$ cat src/rtl/mmu_axi_rd_arb.sv
// AXI4 read-channel arbiter: CH_NUM requesters share one master AR/R port, one burst in flight.
// Define MMU_ARB_RR_EN for round-robin arbitration; the default build uses fixed priority (index 0 highest).
module mmu_axi_rd_arb #(
    parameter int CH_NUM     = 2,
    parameter int ADDR_WIDTH = 32,
    parameter int DATA_WIDTH = 32
) (
    input  logic                         CLK,
    input  logic                         RST,
    input  logic [CH_NUM-1:0]            S_ARVALID,
    input  logic [CH_NUM*ADDR_WIDTH-1:0] S_ARADDR,
    input  logic [CH_NUM*8-1:0]          S_ARLEN,
    output logic [CH_NUM-1:0]            S_ARREADY,
    output logic [CH_NUM-1:0]            S_RVALID,
    output logic [DATA_WIDTH-1:0]        S_RDATA,
    output logic [1:0]                   S_RRESP,
    output logic                         S_RLAST,
    output logic [ADDR_WIDTH-1:0]        M_AXI_ARADDR,
    output logic [7:0]                   M_AXI_ARLEN,
    output logic [2:0]                   M_AXI_ARSIZE,
    output logic [1:0]                   M_AXI_ARBURST,
    output logic                         M_AXI_ARVALID,
    input  logic                         M_AXI_ARREADY,
    input  logic [DATA_WIDTH-1:0]        M_AXI_RDATA,
    input  logic [1:0]                   M_AXI_RRESP,
    input  logic                         M_AXI_RLAST,
    input  logic                         M_AXI_RVALID,
    output logic                         M_AXI_RREADY,
    output logic                         BUSY,
    output logic                         LEN_ERR
);

    localparam int         PTR_W   = (CH_NUM > 1) ? $clog2(CH_NUM) : 1;
    localparam logic [2:0] AR_SIZE = 3'($clog2(DATA_WIDTH / 8));

    typedef enum logic [1:0] {IDLE, ADDR, DATA} state_t;

    state_t                  state, state_nxt;
    logic [CH_NUM-1:0]       grant;
    logic [CH_NUM-1:0]       win;
    logic [PTR_W-1:0]        win_idx;
    logic [ADDR_WIDTH-1:0]   addr_q, win_addr;
    logic [7:0]              len_q, win_len, beat_cnt;
    logic                    len_err;
    logic                    any_req;

    assign any_req  = |S_ARVALID;
    assign win      = CH_NUM'(1) << win_idx;
    assign win_addr = S_ARADDR[int'(win_idx)*ADDR_WIDTH +: ADDR_WIDTH];
    assign win_len  = S_ARLEN[int'(win_idx)*8 +: 8];

`ifdef MMU_ARB_RR_EN
    logic [PTR_W-1:0] rr_ptr;
    logic             found;
    int               c;

    // Search starts one past the last grant so every requester gets a turn.
    always_comb begin
        win_idx = '0;
        found   = 1'b0;
        c       = 0;
        for (int i = 0; i < CH_NUM; i++) begin
            c = (int'(rr_ptr) + 1 + i) % CH_NUM;
            if (!found && S_ARVALID[c]) begin
                found   = 1'b1;
                win_idx = PTR_W'(c);
            end
        end
    end

    always_ff @(posedge CLK or posedge RST) begin
        if (RST)
            rr_ptr <= PTR_W'(CH_NUM - 1);
        else if (state == IDLE && any_req)
            rr_ptr <= win_idx;
    end
`else
    always_comb begin
        win_idx = '0;
        for (int i = CH_NUM - 1; i >= 0; i--)
            if (S_ARVALID[i]) win_idx = PTR_W'(i);
    end
`endif

    always_ff @(posedge CLK or posedge RST) begin
        if (RST)
            state <= IDLE;
        else
            state <= state_nxt;
    end

    always_comb begin
        state_nxt = state;
        case (state)
            IDLE:    if (any_req) state_nxt = ADDR;
            ADDR:    if (M_AXI_ARREADY) state_nxt = DATA;
            DATA:    if (M_AXI_RVALID && M_AXI_RLAST) state_nxt = IDLE;
            default: state_nxt = IDLE;
        endcase
    end

    always_ff @(posedge CLK or posedge RST) begin
        if (RST) begin
            grant    <= '0;
            addr_q   <= '0;
            len_q    <= '0;
            beat_cnt <= '0;
            len_err  <= 1'b0;
        end else begin
            case (state)
                IDLE: if (any_req) begin
                    grant  <= win;
                    addr_q <= win_addr;
                    len_q  <= win_len;
                end
                ADDR: if (M_AXI_ARREADY) beat_cnt <= '0;
                DATA: if (M_AXI_RVALID) begin
                    if (beat_cnt != 8'hFF) beat_cnt <= beat_cnt + 8'd1;
                    if (M_AXI_RLAST) grant <= '0;
                    // beat_cnt is the 0-based index of this beat; the last legal index is len_q.
                    if ((M_AXI_RLAST && beat_cnt != len_q) || (!M_AXI_RLAST && beat_cnt >= len_q))
                        len_err <= 1'b1;
                end
                default: ;
            endcase
        end
    end

    assign BUSY          = (state != IDLE);
    assign LEN_ERR       = len_err;
    assign M_AXI_ARVALID = (state == ADDR);
    assign M_AXI_ARADDR  = addr_q;
    assign M_AXI_ARLEN   = len_q;
    assign M_AXI_ARSIZE  = (state == ADDR) ? AR_SIZE : 3'b000;
    assign M_AXI_ARBURST = (state == ADDR) ? 2'b01 : 2'b00;
    assign M_AXI_RREADY  = (state == DATA);
    assign S_ARREADY     = (state == ADDR && M_AXI_ARREADY) ? grant : '0;
    assign S_RVALID      = (state == DATA && M_AXI_RVALID) ? grant : '0;
    assign S_RDATA       = (state == DATA) ? M_AXI_RDATA : '0;
    assign S_RRESP       = (state == DATA) ? M_AXI_RRESP : 2'b00;
    assign S_RLAST       = (state == DATA) ? M_AXI_RLAST : 1'b0;

endmodule

$ cat config.mk
export PLATFORM = sky130hd
export DESIGN_NAME = mmu_axi_rd_arb
export DESIGN_NICKNAME = d
export VERILOG_FILES = /design/src/rtl/mmu_axi_rd_arb.sv
export SDC_FILE = /design/constraint.sdc
export NUM_CORES = 1
export LEC_CHECK = 0
export BUFFER_PORTS_ARGS = -buffer_cell sky130_fd_sc_hd__buf_2
export CORE_MARGIN = 2
export CORE_UTILIZATION = 33
export DETAILED_ROUTE_END_ITERATION = 8
export PLACE_DENSITY = 0.73
export SYNTH_ARGS = -nofsm -noshare
export SYNTH_HDL_FRONTEND = slang
export SYNTH_SLANG_ARGS = --single-unit
$ cat constraint.sdc
create_clock -name CLK -period 2.2 [get_ports CLK]
set_input_delay 0.44 -clock CLK [delete_from_list [all_inputs] [get_ports CLK]]
set_output_delay 0.44 -clock CLK [all_outputs]
set_load 0.02 [all_outputs]
==> results of run 1 <==
-- cells in the mapped netlist (5+ instances only) --
master and count:
buf_2 11, and2_1 36, nand2_1 48, ha_1 9, a21oi_1 5, dfrtp_1 53
buf_4 5, nand3_1 6, o21ai_1 41, mux2i_1 41, inv_1 13, nor2_1 6
-- kinds of logic (layout without fill, tap and decap cells) --
group / Yosys count / count (layout) / synth area share
muxes: 41 / 41 / 0.135
AOI/OAI and AO/OA: 66 / 66 / 0.135
buffers and inverters: 36 / 231 / 0.0656
and+or+nand+nor: 111 / 111 / 0.188
other: 1 / 3 / 0.00124
adders and majority gates: 9 / 9 / 0.0372
DFF: 53 / 53 / 0.438
-- sequential cells by signal, summed over array words and instances (netlist names) --
name          flops
state             2
M_AXI_ARLEN       8
M_AXI_ARADDR     32
LEN_ERR           1
beat_cnt          8
grant             2
-- power groups by stage --
stage	Sequential, mW	Clock (mW)	Combinational (mW)
floorplan	2.08	0	1.41
global placement	1.65	0	2.67
detailed placement	1.65	0	2.75
CTS	1.65	0.615	2.74
global route	1.71	0.654	2.99
finish	1.65	0.600	2.71
-- cells in the final DEF, fill, tap and decap left out, drive strengths merged, types with 5 or more instances in the layout --
master	n
buf	209
dfrtp	53
nand2	48
o21ai	45
mux2i	41
and2	36
inv	17
ha	9
nand3	6
nor2	6
a21oi	5
clkbuf	5
-- final cells by class --
class	instances	area, µm²
Clock inverter	3	26.3
Fill cell	856	4580
Timing Repair Buffer	209	1090
Clock buffer	5	68.8
Sequential cell	53	1330
Inverter	14	52.6
Tap cell	108	135
Multi-Input combinational cell	230	1520
-- routing by layer --
layer / wire (µm) / up-vias
met4: 73 / 0
li1: - / 1465
met2: 4230 / 87
met1: 3610 / 1324
met3: 461 / 6
met5: 0 / -
-- worst max-delay path by stage --
| stage | startpoint | end | slack [ns] | depth (start not counted) |
|---|---|---|---|---|
| 2_1_floorplan | M_AXI_ARLEN[7] | LEN_ERR | 0.42 | 6 |
| 5_1_grt | state[1] | S_ARREADY[0] | 0.03 | 4 |
| 4_1_cts | state[0] | S_RDATA[9] | 0.09 | 3 |
| 3_5_place_dp | state[0] | S_RDATA[9] | 0.44 | 3 |
| 6_report | state[1] | S_ARREADY[0] | 0.13 | 4 |
| 3_3_place_gp | state[1] | S_ARREADY[1] | 0.50 | 4 |
-- worst max-delay path, delay by kind of cell (launching register included) --
family	cells	cell delay [ns]
buffers and inverters	1	0.18
and+or+nand+nor	3	0.67
DFF	1	0.47
-- what timing repair did --
action,4_1_cts,5_1_grt
endpoints found under the setup margin,0,35
resized for setup,0,1
hold buffers,0,0
==> results.sh, run 1 <==
export IMPL_cpPeakStageDelay_ns=0.47
export IMPL_cts_tree="done"
export IMPL_r2r_end="LEN_ERR"
export IMPL_die_y_um=99.8
export IMPL_crit_chain="and2b_1 > nand2_1 > nor2_1 > buf_2"
export IMPL_stdcell_count=622
export IMPL_max_vdd_ir_drop_v=0.000606
export IMPL_path_class="flop to output port"
export IMPL_cts_buffers=5
export IMPL_postSynthCellCount=317
export IMPL_netlist_top_cells_area="dfrtp_1, mux2i_1, and2_1"
export IMPL_placed_cells=614
export IMPL_gp_congestion=0.783
export IMPL_cts_root_buf="clkbuf_8"
export IMPL_post_route_period_util=0.942
export IMPL_setup_ws_ns=0.127
export IMPL_critical_path_startpoint_type="flop"
export IMPL_first_pass_iters=4
export IMPL_io_buffer_count=205
export IMPL_fin_area_um2=4220
export IMPL_critPathCaptureType="output port"
export IMPL_synth_edf_count=0
export IMPL_setup_viol=0
export IMPL_grt_pass1_vias=2956
export IMPL_clkPwrFrac=0.121
export IMPL_die_area_um2=9970
export IMPL_grt_overflow=0
export IMPL_hold_viol=0
export IMPL_crit_arrival_ns=1.63
export IMPL_hpwl_um=6660
export IMPL_track_usage=0.166
export IMPL_drv_max_cap_violation_count=0
export IMPL_status="complete, no violations"
export IMPL_place_ws_ns=0.440
export IMPL_swShare=0.473
export IMPL_coreArea_um2=8810
export IMPL_worstPathRequired_ns=1.76
export IMPL_busiest_layer="met2"
export IMPL_drt_iter0_drc=47
export IMPL_crit_fanout=8
export IMPL_ys_seq_elements=53
export IMPL_wirelength_um=8380
export IMPL_synth_area_per_cell_um2=9.56
export IMPL_post_dp_cell_area_um2=4130
export IMPL_drc=0
export IMPL_hold_class="primary input to asynchronous set/reset pin"
export IMPL_fin_skew_ns=0.00503
export IMPL_antenna_found_initial=0
export IMPL_h_tree_depth=2
export IMPL_p_total_mw=4.96
export IMPL_yosysSeqAreaShare=0.438
export IMPL_num_io_pins=209
export IMPL_reg2reg_depth=5
export IMPL_critPathSlowestCell="dfrtp_1"
export IMPL_ant_nets=0
export IMPL_areaGrowthSynthToFinish_pct=39.4
export IMPL_p_leak_nw=2.33
export IMPL_die_w_um=99.8
export IMPL_grtUsageMet1=0.207
export IMPL_clockBufferDepth=2
export IMPL_combPwrFrac=0.547
export IMPL_synth_distinct_cells=42
export IMPL_fmax_mhz=482
export IMPL_clkTransAtPathRegs_ns=0.11
export IMPL_finalSetupTns_ns=0
export IMPL_cts_sinks=53
export IMPL_rsz0062_at_grt="no"
export IMPL_vias_per_cell=4.63
export IMPL_slew_viol_final=0
export IMPL_avgRoutedWirePerCell_um=13.5
export IMPL_initial_core_util=0.344
export IMPL_grtUsageMet3=0.0306
export IMPL_grt_first_pass_wirelength_um=13500
export IMPL_ys_warn_count=0
export IMPL_core_rowCount=34
export IMPL_clk_latency_ns=0.31
export IMPL_p_per_area_nw_per_um2=1170
export IMPL_antenna_cells=0
export IMPL_grt_max_degree=55
export IMPL_nNetsFinal=643
export IMPL_synth_top_area_frac=0.438
export IMPL_pwr_share_seq=0.332
export IMPL_crit_reg2reg_launch="beat_cnt[7]"
export IMPL_vias=2882
export IMPL_hold_slack_ns=0.145
export IMPL_regToRegSetupSlack_ns=0.44
export IMPL_yosys_area_top_type="dfrtp_1"
export IMPL_p_int_mw=2.61
export IMPL_utilization=0.480
export IMPL_synth_ff_type="dfrtp_1"
export IMPL_postCtsSetupBuffers=0
export IMPL_p_sw_mw=2.34
export IMPL_period_minus_slack_ns=2.07
export IMPL_syn_area_um2=3030
export IMPL_drive_gt1_frac=0.442
export IMPL_met2_usage=0.296
export IMPL_async_reset_ff_frac=1.00
Power figures use the tool's default switching activity.
==> run 2: changes to the inputs <==
==> constraint.sdc (replaced) <==
create_clock -name CLK -period 2.2 [get_ports CLK]
set_input_delay 0.44 -clock CLK [delete_from_list [all_inputs] [get_ports CLK]]
set_output_delay 0.44 -clock CLK [all_outputs]
set_load 0.1 [all_outputs]
==> run 2 against run 1 <==
Non-clock buffer count grew 8; sequential cell count is the same; critical path depth shrank 1; critical path type unchanged; critical endpoint is now S_RDATA[19].
==> results.sh, run 2 (same netlist as run 1, synthesis figures left out) <==
export IMPL_status="complete, no violations"
export IMPL_avgRoutedWirePerCell_um=14.0
export IMPL_cts_sinks=53
export IMPL_crit_arrival_ns=1.63
export IMPL_setup_viol=0
export IMPL_cts_buffers=5
export IMPL_fmax_mhz=483
export IMPL_wirelength_um=8850
export IMPL_fin_skew_ns=0.00838
export IMPL_grt_max_degree=69
export IMPL_antenna_found_initial=0
export IMPL_cts_tree="done"
export IMPL_initial_core_util=0.344
export IMPL_h_tree_depth=2
export IMPL_tightest_slew_ns=0.561
export IMPL_slew_headroom=0.625
export IMPL_grt_first_pass_wirelength_um=14500
export IMPL_worstPathRequired_ns=1.76
export IMPL_postCtsSetupBuffers=0
export IMPL_grt_pass1_vias=3096
export IMPL_antenna_cells=0
export IMPL_stdcell_count=630
export IMPL_setup_worst_path_start="state[0]"
export IMPL_rsz0062_at_grt="no"
export IMPL_path_class="flop to output port"
export IMPL_drt_iter0_drc=56
export IMPL_mostFrequentLayoutCells="buf_2, dfrtp_1, nand2_1"
export IMPL_drive_gt1_frac=0.475
export IMPL_nNetsFinal=651
export IMPL_period_minus_slack_ns=2.07
export IMPL_clkTransAtPathRegs_ns=0.11
export IMPL_vias=2959
export IMPL_drc=0
export IMPL_drv_max_cap_violation_count=0
export IMPL_largest_reg_flops=32
export IMPL_first_pass_iters=4
export IMPL_critPathCaptureType="output port"
export IMPL_grt_overflow=0
export IMPL_ant_nets=0
export IMPL_crit_fanout=37
export IMPL_gp_congestion=0.794
export IMPL_coreArea_um2=8810
export IMPL_placed_cells=622
export IMPL_clk_latency_ns=0.31
export IMPL_post_route_period_util=0.941
export IMPL_core_rowCount=34
export IMPL_clockBufferDepth=2
export IMPL_critical_path_startpoint_type="flop"
export IMPL_num_io_pins=209
export IMPL_die_y_um=99.8
export IMPL_vias_per_cell=4.70
export IMPL_final_common_cell="buf_2"
export IMPL_die_area_um2=9970
export IMPL_io_buffer_count=205
export IMPL_slew_viol_final=0
export IMPL_hold_viol=0
export IMPL_crit_reg2reg_launch="beat_cnt[7]"
export IMPL_hold_slack_ns=0.164
export IMPL_die_w_um=99.8
export IMPL_hold_class="primary input to asynchronous set/reset pin"
export IMPL_areaGrowthSynthToFinish_pct=60.4
export IMPL_cts_root_buf="clkbuf_8"
export IMPL_track_usage=0.180
export IMPL_hpwl_um=7330
run 2: cell type report:
class / instances / area (µm²)
Fill cell: 797 / 3950
Inverter: 14 / 52.6
Clock buffer: 5 / 68.8
Sequential cell: 53 / 1330
Clock inverter: 3 / 26.3
Tap cell: 108 / 135
Multi-Input combinational cell: 230 / 1550
Timing Repair Buffer: 217 / 1700
run 2: critical path, stage by stage, from the launching register on:
cell and delay (ns):
dfrtp_1 0.43, and2b_4 0.46, and2_1 0.24, buf_12 0.19
run 2: per-layer routing:
layer / track usage / vias to the layer above / routed length, µm
met2: 0.326 / 97 / 4720
met1: 0.218 / 1369 / 3560
met4: 0.0495 / 0 / 146
li1: - / 1481 / -
met3: 0.0348 / 12 / 426
met5: 0 / - / 0
run 2: what timing repair did:
item,4_1_cts,5_1_grt
hold buffers,0,0
resized for setup,1,2
endpoints found under the setup margin,1,38
run 2: per-stage QoR:
step	worst slack, ns	TNS [ns]	util	instance area (µm²)
4_1_cts	0.00726	0	0.551	4860
5_1_grt	0.0211	0	0.552	4860
2_1_floorplan	-0.122	-0.461	-	3070
3_3_place_gp	0.356	0	0.540	4760
6_report	0.129	0	0.552	4860
3_5_place_dp	0.306	0	0.540	4760
run 2: worst paths after layout:
| path | endpoint | cells past startpoint | slack [ns] |
|---|---|---|---|
| min in group CLK | state[0] | 2 | 0.34 |
| setup reg to reg | LEN_ERR | 5 | 0.39 |
| setup / recovery | S_RDATA[19] | 3 | 0.13 |
| hold reg to reg | M_AXI_ARADDR[23] | 2 | 0.49 |
| max in group asynchronous | M_AXI_ARLEN[7] | 3 | 1.47 |
| hold / removal | M_AXI_ARADDR[10] | 2 | 0.16 |
Power of run 2 is left out: the tool's default activity adds up to more than one toggle a clock period on the data nets, which glitch-free logic cannot reach.
